<file path="src/rtl/pipelined_memory_interface.sv">
// Load/store front end for the shared memory bus: registered command stage,
// in-order tracking of outstanding reads, and misalignment detection.
module pipelined_memory_interface #(
  parameter int unsigned ADDR_WIDTH      = 32,
  parameter int unsigned MAX_OUTSTANDING = 2
) (
  input  logic                  clock,
  input  logic                  reset,
  input  logic                  req_valid,
  output logic                  req_ready,
  input  logic                  req_write,
  input  logic [2:0]            req_format,
  input  logic [ADDR_WIDTH-1:0] req_address,
  input  logic [31:0]           req_write_data,
  output logic                  rsp_valid,
  output logic [31:0]           rsp_read_data,
  output logic                  rsp_error,
  output logic [ADDR_WIDTH-1:0] bus_address,
  output logic                  bus_read_enable,
  output logic                  bus_write_enable,
  output logic [3:0]            bus_byte_enable,
  output logic [31:0]           bus_write_data,
  input  logic                  bus_wait_req,
  input  logic                  bus_valid,
  input  logic [31:0]           bus_read_data
);

  localparam int unsigned PtrW = (MAX_OUTSTANDING > 1) ? $clog2(MAX_OUTSTANDING) : 1;
  localparam int unsigned CntW = $clog2(MAX_OUTSTANDING + 1);

  typedef struct packed {
    logic [2:0] fmt;
    logic [1:0] off;
  } track_t;

  logic [ADDR_WIDTH-1:0] bus_address_q, bus_address_d;
  logic                  bus_read_enable_q, bus_read_enable_d;
  logic                  bus_write_enable_q, bus_write_enable_d;
  logic [3:0]            bus_byte_enable_q, bus_byte_enable_d;
  logic [31:0]           bus_write_data_q, bus_write_data_d;
  logic                  rsp_valid_q, rsp_valid_d;
  logic [31:0]           rsp_read_data_q, rsp_read_data_d;
  logic                  rsp_error_q, rsp_error_d;
  logic                  resp_pending_q, resp_pending_d;
  track_t                fifo_q [MAX_OUTSTANDING];
  track_t                fifo_d [MAX_OUTSTANDING];
  logic [PtrW-1:0]       wr_ptr_q, wr_ptr_d, rd_ptr_q, rd_ptr_d;
  logic [CntW-1:0]       cnt_q, cnt_d;

  logic [1:0]  off;
  logic        misaligned, load_aligned, cmd_active, fifo_empty, fifo_has_room;
  logic        accept, push, pop;
  logic [3:0]  lane_be;
  logic [31:0] lane_wdata, shifted, load_data;
  track_t      head;

  function automatic logic [PtrW-1:0] ptr_inc(input logic [PtrW-1:0] p);
    return (p == PtrW'(MAX_OUTSTANDING - 1)) ? '0 : p + 1'b1;
  endfunction

  assign off           = req_address[1:0];
  assign misaligned    = (req_format[1:0] == 2'b01 && off[0]) || (req_format[1] && off != 2'b00);
  assign load_aligned  = !req_write && !misaligned;
  assign cmd_active    = bus_read_enable_q || bus_write_enable_q;
  assign fifo_empty    = (cnt_q == '0);
  assign fifo_has_room = (cnt_q < CntW'(MAX_OUTSTANDING));

  // Stores and errors wait for an idle pipe so their responses stay in order.
  assign req_ready = (!cmd_active || !bus_wait_req) && fifo_has_room &&
                     (load_aligned || (fifo_empty && !cmd_active && !resp_pending_q));

  assign accept = req_valid && req_ready;
  assign push   = accept && load_aligned;
  assign pop    = bus_valid && !fifo_empty;
  assign head   = fifo_q[rd_ptr_q];

  always_comb begin
    lane_be    = 4'b1111;
    lane_wdata = req_write_data << {off, 3'b000};
    case (req_format[1:0])
      2'b00:   lane_be = 4'b0001 << off;
      2'b01:   lane_be = 4'b0011 << off;
      default: lane_be = 4'b1111;
    endcase
  end

  always_comb begin
    shifted   = bus_read_data >> {head.off, 3'b000};
    load_data = shifted;
    case (head.fmt[1:0])
      2'b00:   load_data = {{24{!head.fmt[2] && shifted[7]}}, shifted[7:0]};
      2'b01:   load_data = {{16{!head.fmt[2] && shifted[15]}}, shifted[15:0]};
      default: load_data = shifted;
    endcase
  end

  always_comb begin
    bus_address_d      = bus_address_q;
    bus_read_enable_d  = bus_read_enable_q;
    bus_write_enable_d = bus_write_enable_q;
    bus_byte_enable_d  = bus_byte_enable_q;
    bus_write_data_d   = bus_write_data_q;
    if (cmd_active && !bus_wait_req) begin
      bus_address_d      = '0;
      bus_read_enable_d  = 1'b0;
      bus_write_enable_d = 1'b0;
      bus_byte_enable_d  = '0;
      bus_write_data_d   = '0;
    end
    if (accept && !misaligned) begin
      bus_address_d      = {req_address[ADDR_WIDTH-1:2], 2'b00};
      bus_read_enable_d  = !req_write;
      bus_write_enable_d = req_write;
      bus_byte_enable_d  = lane_be;
      bus_write_data_d   = lane_wdata;
    end

    rsp_valid_d     = 1'b0;
    rsp_read_data_d = '0;
    rsp_error_d     = 1'b0;
    resp_pending_d  = 1'b0;
    if (accept && misaligned) begin
      rsp_valid_d    = 1'b1;
      rsp_error_d    = 1'b1;
      resp_pending_d = 1'b1;
    end
    if (bus_write_enable_q && !bus_wait_req) begin
      rsp_valid_d    = 1'b1;
      resp_pending_d = 1'b1;
    end
    if (pop) begin
      rsp_valid_d     = 1'b1;
      rsp_read_data_d = load_data;
    end

    fifo_d   = fifo_q;
    wr_ptr_d = wr_ptr_q;
    rd_ptr_d = rd_ptr_q;
    cnt_d    = cnt_q;
    if (push) begin
      fifo_d[wr_ptr_q] = '{fmt: req_format, off: off};
      wr_ptr_d         = ptr_inc(wr_ptr_q);
    end
    if (pop) begin
      rd_ptr_d = ptr_inc(rd_ptr_q);
    end
    case ({push, pop})
      2'b10:   cnt_d = cnt_q + 1'b1;
      2'b01:   cnt_d = cnt_q - 1'b1;
      default: cnt_d = cnt_q;
    endcase
  end

  always_ff @(posedge clock) begin
    if (reset) begin
      bus_address_q      <= '0;
      bus_read_enable_q  <= 1'b0;
      bus_write_enable_q <= 1'b0;
      bus_byte_enable_q  <= '0;
      bus_write_data_q   <= '0;
      rsp_valid_q        <= 1'b0;
      rsp_read_data_q    <= '0;
      rsp_error_q        <= 1'b0;
      resp_pending_q     <= 1'b0;
      fifo_q             <= '{default: '0};
      wr_ptr_q           <= '0;
      rd_ptr_q           <= '0;
      cnt_q              <= '0;
    end else begin
      bus_address_q      <= bus_address_d;
      bus_read_enable_q  <= bus_read_enable_d;
      bus_write_enable_q <= bus_write_enable_d;
      bus_byte_enable_q  <= bus_byte_enable_d;
      bus_write_data_q   <= bus_write_data_d;
      rsp_valid_q        <= rsp_valid_d;
      rsp_read_data_q    <= rsp_read_data_d;
      rsp_error_q        <= rsp_error_d;
      resp_pending_q     <= resp_pending_d;
      fifo_q             <= fifo_d;
      wr_ptr_q           <= wr_ptr_d;
      rd_ptr_q           <= rd_ptr_d;
      cnt_q              <= cnt_d;
    end
  end

  assign bus_address      = bus_address_q;
  assign bus_read_enable  = bus_read_enable_q;
  assign bus_write_enable = bus_write_enable_q;
  assign bus_byte_enable  = bus_byte_enable_q;
  assign bus_write_data   = bus_write_data_q;
  assign rsp_valid        = rsp_valid_q;
  assign rsp_read_data    = rsp_read_data_q;
  assign rsp_error        = rsp_error_q;

endmodule

</file>
<file path="config.mk">
export PLATFORM = sky130hd
export DESIGN_NAME = pipelined_memory_interface
export DESIGN_NICKNAME = d
export VERILOG_FILES = /design/src/rtl/pipelined_memory_interface.sv
export SDC_FILE = /design/constraint.sdc
export NUM_CORES = 1
export LEC_CHECK = 0
export BUFFER_PORTS_ARGS = -buffer_cell sky130_fd_sc_hd__buf_2
export CORE_ASPECT_RATIO = 1.75
export CORE_MARGIN = 5
export CORE_UTILIZATION = 48
export DETAILED_ROUTE_END_ITERATION = 10
export HOLD_SLACK_MARGIN = 0.02
export PLACE_DENSITY = 0.8
export SLEW_MARGIN = 20
export SYNTH_ARGS = -nofsm -noshare
export SYNTH_HDL_FRONTEND = slang
export SYNTH_SLANG_ARGS = --single-unit
</file>
<file path="constraint.sdc">
create_clock -name clock -period 2.7 [get_ports clock]
set_input_delay 0.27 -clock clock [delete_from_list [all_inputs] [get_ports clock]]
set_output_delay 0.27 -clock clock [all_outputs]
set_load 0.01 [all_outputs]
</file>
==> impl_metrics.env <==
export IMPL_status="finished, final reports clean"
export IMPL_netlist_area_leader_share=0.467
export IMPL_p_comb_frac=0.157
export IMPL_htree_levels=4
export IMPL_clock_root_buffer="clkbuf_16"
export IMPL_crit_type="flip-flop to flip-flop"
export IMPL_synth_flop_cell="dfxtp_1"
export IMPL_synth_cell_types=50
export IMPL_fin_util=0.653
export IMPL_cp_end_kind="flip-flop"
export IMPL_via_count=4737
export IMPL_post_cts_setup_buffers=0
export IMPL_design_core_area_mm2=0.0102
export IMPL_yosysMostFrequentCell="dfxtp_1"
export IMPL_grt_pass1_wl_mm=22.3
export IMPL_relSlewSlack=0.474
export IMPL_ctsHoldBuffers=0
export IMPL_placed_cells=841
export IMPL_tns_ns=0
export IMPL_leakage_nw=3.24
export IMPL_fin_crit_sh=0.843
export IMPL_powerDensity_mw_per_mm2=728
export IMPL_ys_ff_latch=117
export IMPL_antenna_found_initial=0
export IMPL_drt_total_wl_mm=14.2
export IMPL_rsz0062_at_grt="no"
export IMPL_syn_to_final_growth_pct=33.2
export IMPL_tightest_slew_ns=0.786
export IMPL_arrival_ns=2.53
export IMPL_dr_pass1_iters=4
export IMPL_antennaDiodeCount=0
export IMPL_hold_viol_final=0
export IMPL_critPathRequiredTime_ns=2.95
export IMPL_nets=839
export IMPL_die_height_um=145
export IMPL_yosysWarningCount=0
export IMPL_die_w_um=87.3
export IMPL_drive_gt1_frac=0.361
export IMPL_startpoint_type="flip-flop"
export IMPL_layout_min_cycle_time_ns=2.28
export IMPL_cts_sinks=117
export IMPL_power_share_sequential=0.393
export IMPL_p_switching_mw=1.33
export IMPL_grt_pass1_vias=4736
export IMPL_row_count=49
export IMPL_port_buffer_count=207
export IMPL_max_freq_mhz=439
export IMPL_dp_hpwl_mm=10.6
export IMPL_clkLatencyLatePin_ns=0.40
export IMPL_routedWlPerCell_um=16.2
export IMPL_crit_fanout=16
export IMPL_clk_path_buf_depth=2
export IMPL_synthArstFlopShare=0
export IMPL_worst_hold_path_type="input port to flip-flop"
export IMPL_drt_first_iter_violations=203
export IMPL_synth_edf_count=0
export IMPL_setup_violations=0
export IMPL_drv_cap=0
export IMPL_intPower_mw=3.54
export IMPL_ant_nets=0
export IMPL_initial_utilization=0.490
export IMPL_grt_overflow=0
export IMPL_path_clk_slew_ns=0.06
export IMPL_fin_skew_ns=0.00713
export IMPL_synth_area_top_cells="dfxtp_1, mux2i_1, nand2b_1"
export IMPL_grt_max_degree=61
export IMPL_syn_area_per_cell_um2=9.25
export IMPL_ir_drop_v=0.000481
export IMPL_pin_count=210
export IMPL_seq_area_frac_synth=0.467
export IMPL_syn_cell_area_mm2=0.00502
export IMPL_grt_use_total=0.219
export IMPL_die_area_mm2=0.0127
export IMPL_ys_top_cells_by_count="dfxtp_1, o21ai_0, mux2i_1, nand2_1, nand2b_1"
export IMPL_p_clk_frac=0.450
export IMPL_switching_share=0.273
export IMPL_fin_cells=873
export IMPL_yosysTopAreaCell="dfxtp_1"
export IMPL_place_gp_congestion=0.881
export IMPL_synthCells=542
export IMPL_cts_resized=0
export IMPL_numCtsBuffers=17
export IMPL_vias_per_cell=5.43
export IMPL_drc=0
export IMPL_cts_tree="built"
export IMPL_fillCellCount=831
export IMPL_drv_slew=0
-- metrics by stage --
step           setup slack (ns)  area, µm²  total power [mW]  hold WS (ns)
5_1_grt                   0.193       6680              5.08         0.104
2_1_floorplan             0.757       5020              2.42         0.395
3_3_place_gp              0.577       6090              2.68         0.436
6_report                  0.424       6680              4.87         0.112
4_1_cts                   0.418       6680              4.91        0.0930
3_5_place_dp              0.440       6090              2.71         0.441
-- cell families after synthesis --
logic type,count (synthesis),synth area share
AOI/OAI and AO/OA,145,0.196
xor gates and xnor gates,4,0.00699
adders and majority gates,1,0.00249
buffers and inverters,53,0.0494
DFF,117,0.467
muxes,51,0.104
other,1,0.000748
and+or+nand+nor,170,0.174
-- path summary, 6_finish.rpt --
check	start	to	slack (ns)	depth (start not counted)
setup / recovery	rd_ptr_q	rsp_read_data[23]	0.42	7
hold / removal	req_write_data[2]	bus_write_data[2]	0.11	2
setup reg to reg	rd_ptr_q	rsp_read_data[23]	0.42	7
hold reg to reg	bus_byte_enable[0]	bus_byte_enable[0]	0.46	1
-- final cells by class --
type                       instances  area [µm²]  area share
multi-input combinational        373        2450       0.367
sequential                       117        2340       0.350
timing repair buffer             219        1130       0.169
clock buffer                      18         429      0.0642
tap                              127         159      0.0238
clock inverter                    14         155      0.0232
inverter                           5        18.8     0.00281
-- power groups by stage --
stage,registers [mW],logic (mW),clock network (mW)
3_5_place_dp,1.95,0.762,0
5_1_grt,1.92,0.840,2.32
3_3_place_gp,1.94,0.741,0
4_1_cts,1.91,0.766,2.24
6_report,1.91,0.764,2.19
2_1_floorplan,1.98,0.441,0
-- routing by layer --
layer	GRT usage	wire length [µm]	vias up
met3	0.0771	1120	29
met4	0.0868	434	0
met1	0.225	5130	2225
met2	0.390	7470	181
li1	-	-	2302
met5	0	0	-
-- state kept, by name (all words and copies together) (netlist names) --
signal            count
cnt_q                 2
bus_write_data       32
rd_ptr_q              1
rsp_valid             1
wr_ptr_q              1
resp_pending_q        1
rsp_error             1
bus_address          30
bus_write_enable      1
bus_byte_enable       4
fifo_q               10
bus_read_enable       1
rsp_read_data        32
-- cell usage in the layout, fill, tap and decap left out, drive strengths merged, types with 2 or more instances in the layout --
master    Yosys  layout
clkinv        0       8
nand2        39      39
and2          3       3
dfxtp       117     117
clkbuf       21      18
nand4         2       2
o21ai        46      46
a22o         19      19
a211oi        8       8
nor3          2       2
o2bb2ai       8       8
xor2          3       3
nand2b       36      36
bufinv        0       2
clkinvlp      0       2
a21oi        30      30
nor2b        15      15
conb          1       2
nand3        31      31
a211o         9       9
buf          27     219
inv           5       7
nor3b         3       3
nor2         33      33
a2bb2oi       7       7
mux2i        44      44
a21o          2       2
mux2          7       7
a32o          8       8
-- worst max-delay path, cell delays in order, from the launching register on --
cell,delay (ns)
dfxtp_1,0.69
mux2i_2,0.30
buf_4,0.20
mux2i_1,0.25
o22ai_1,0.15
a22oi_1,0.20
buf_4,0.24
a21oi_1,0.10
Note: power is estimated with default switching activity, not from simulation.
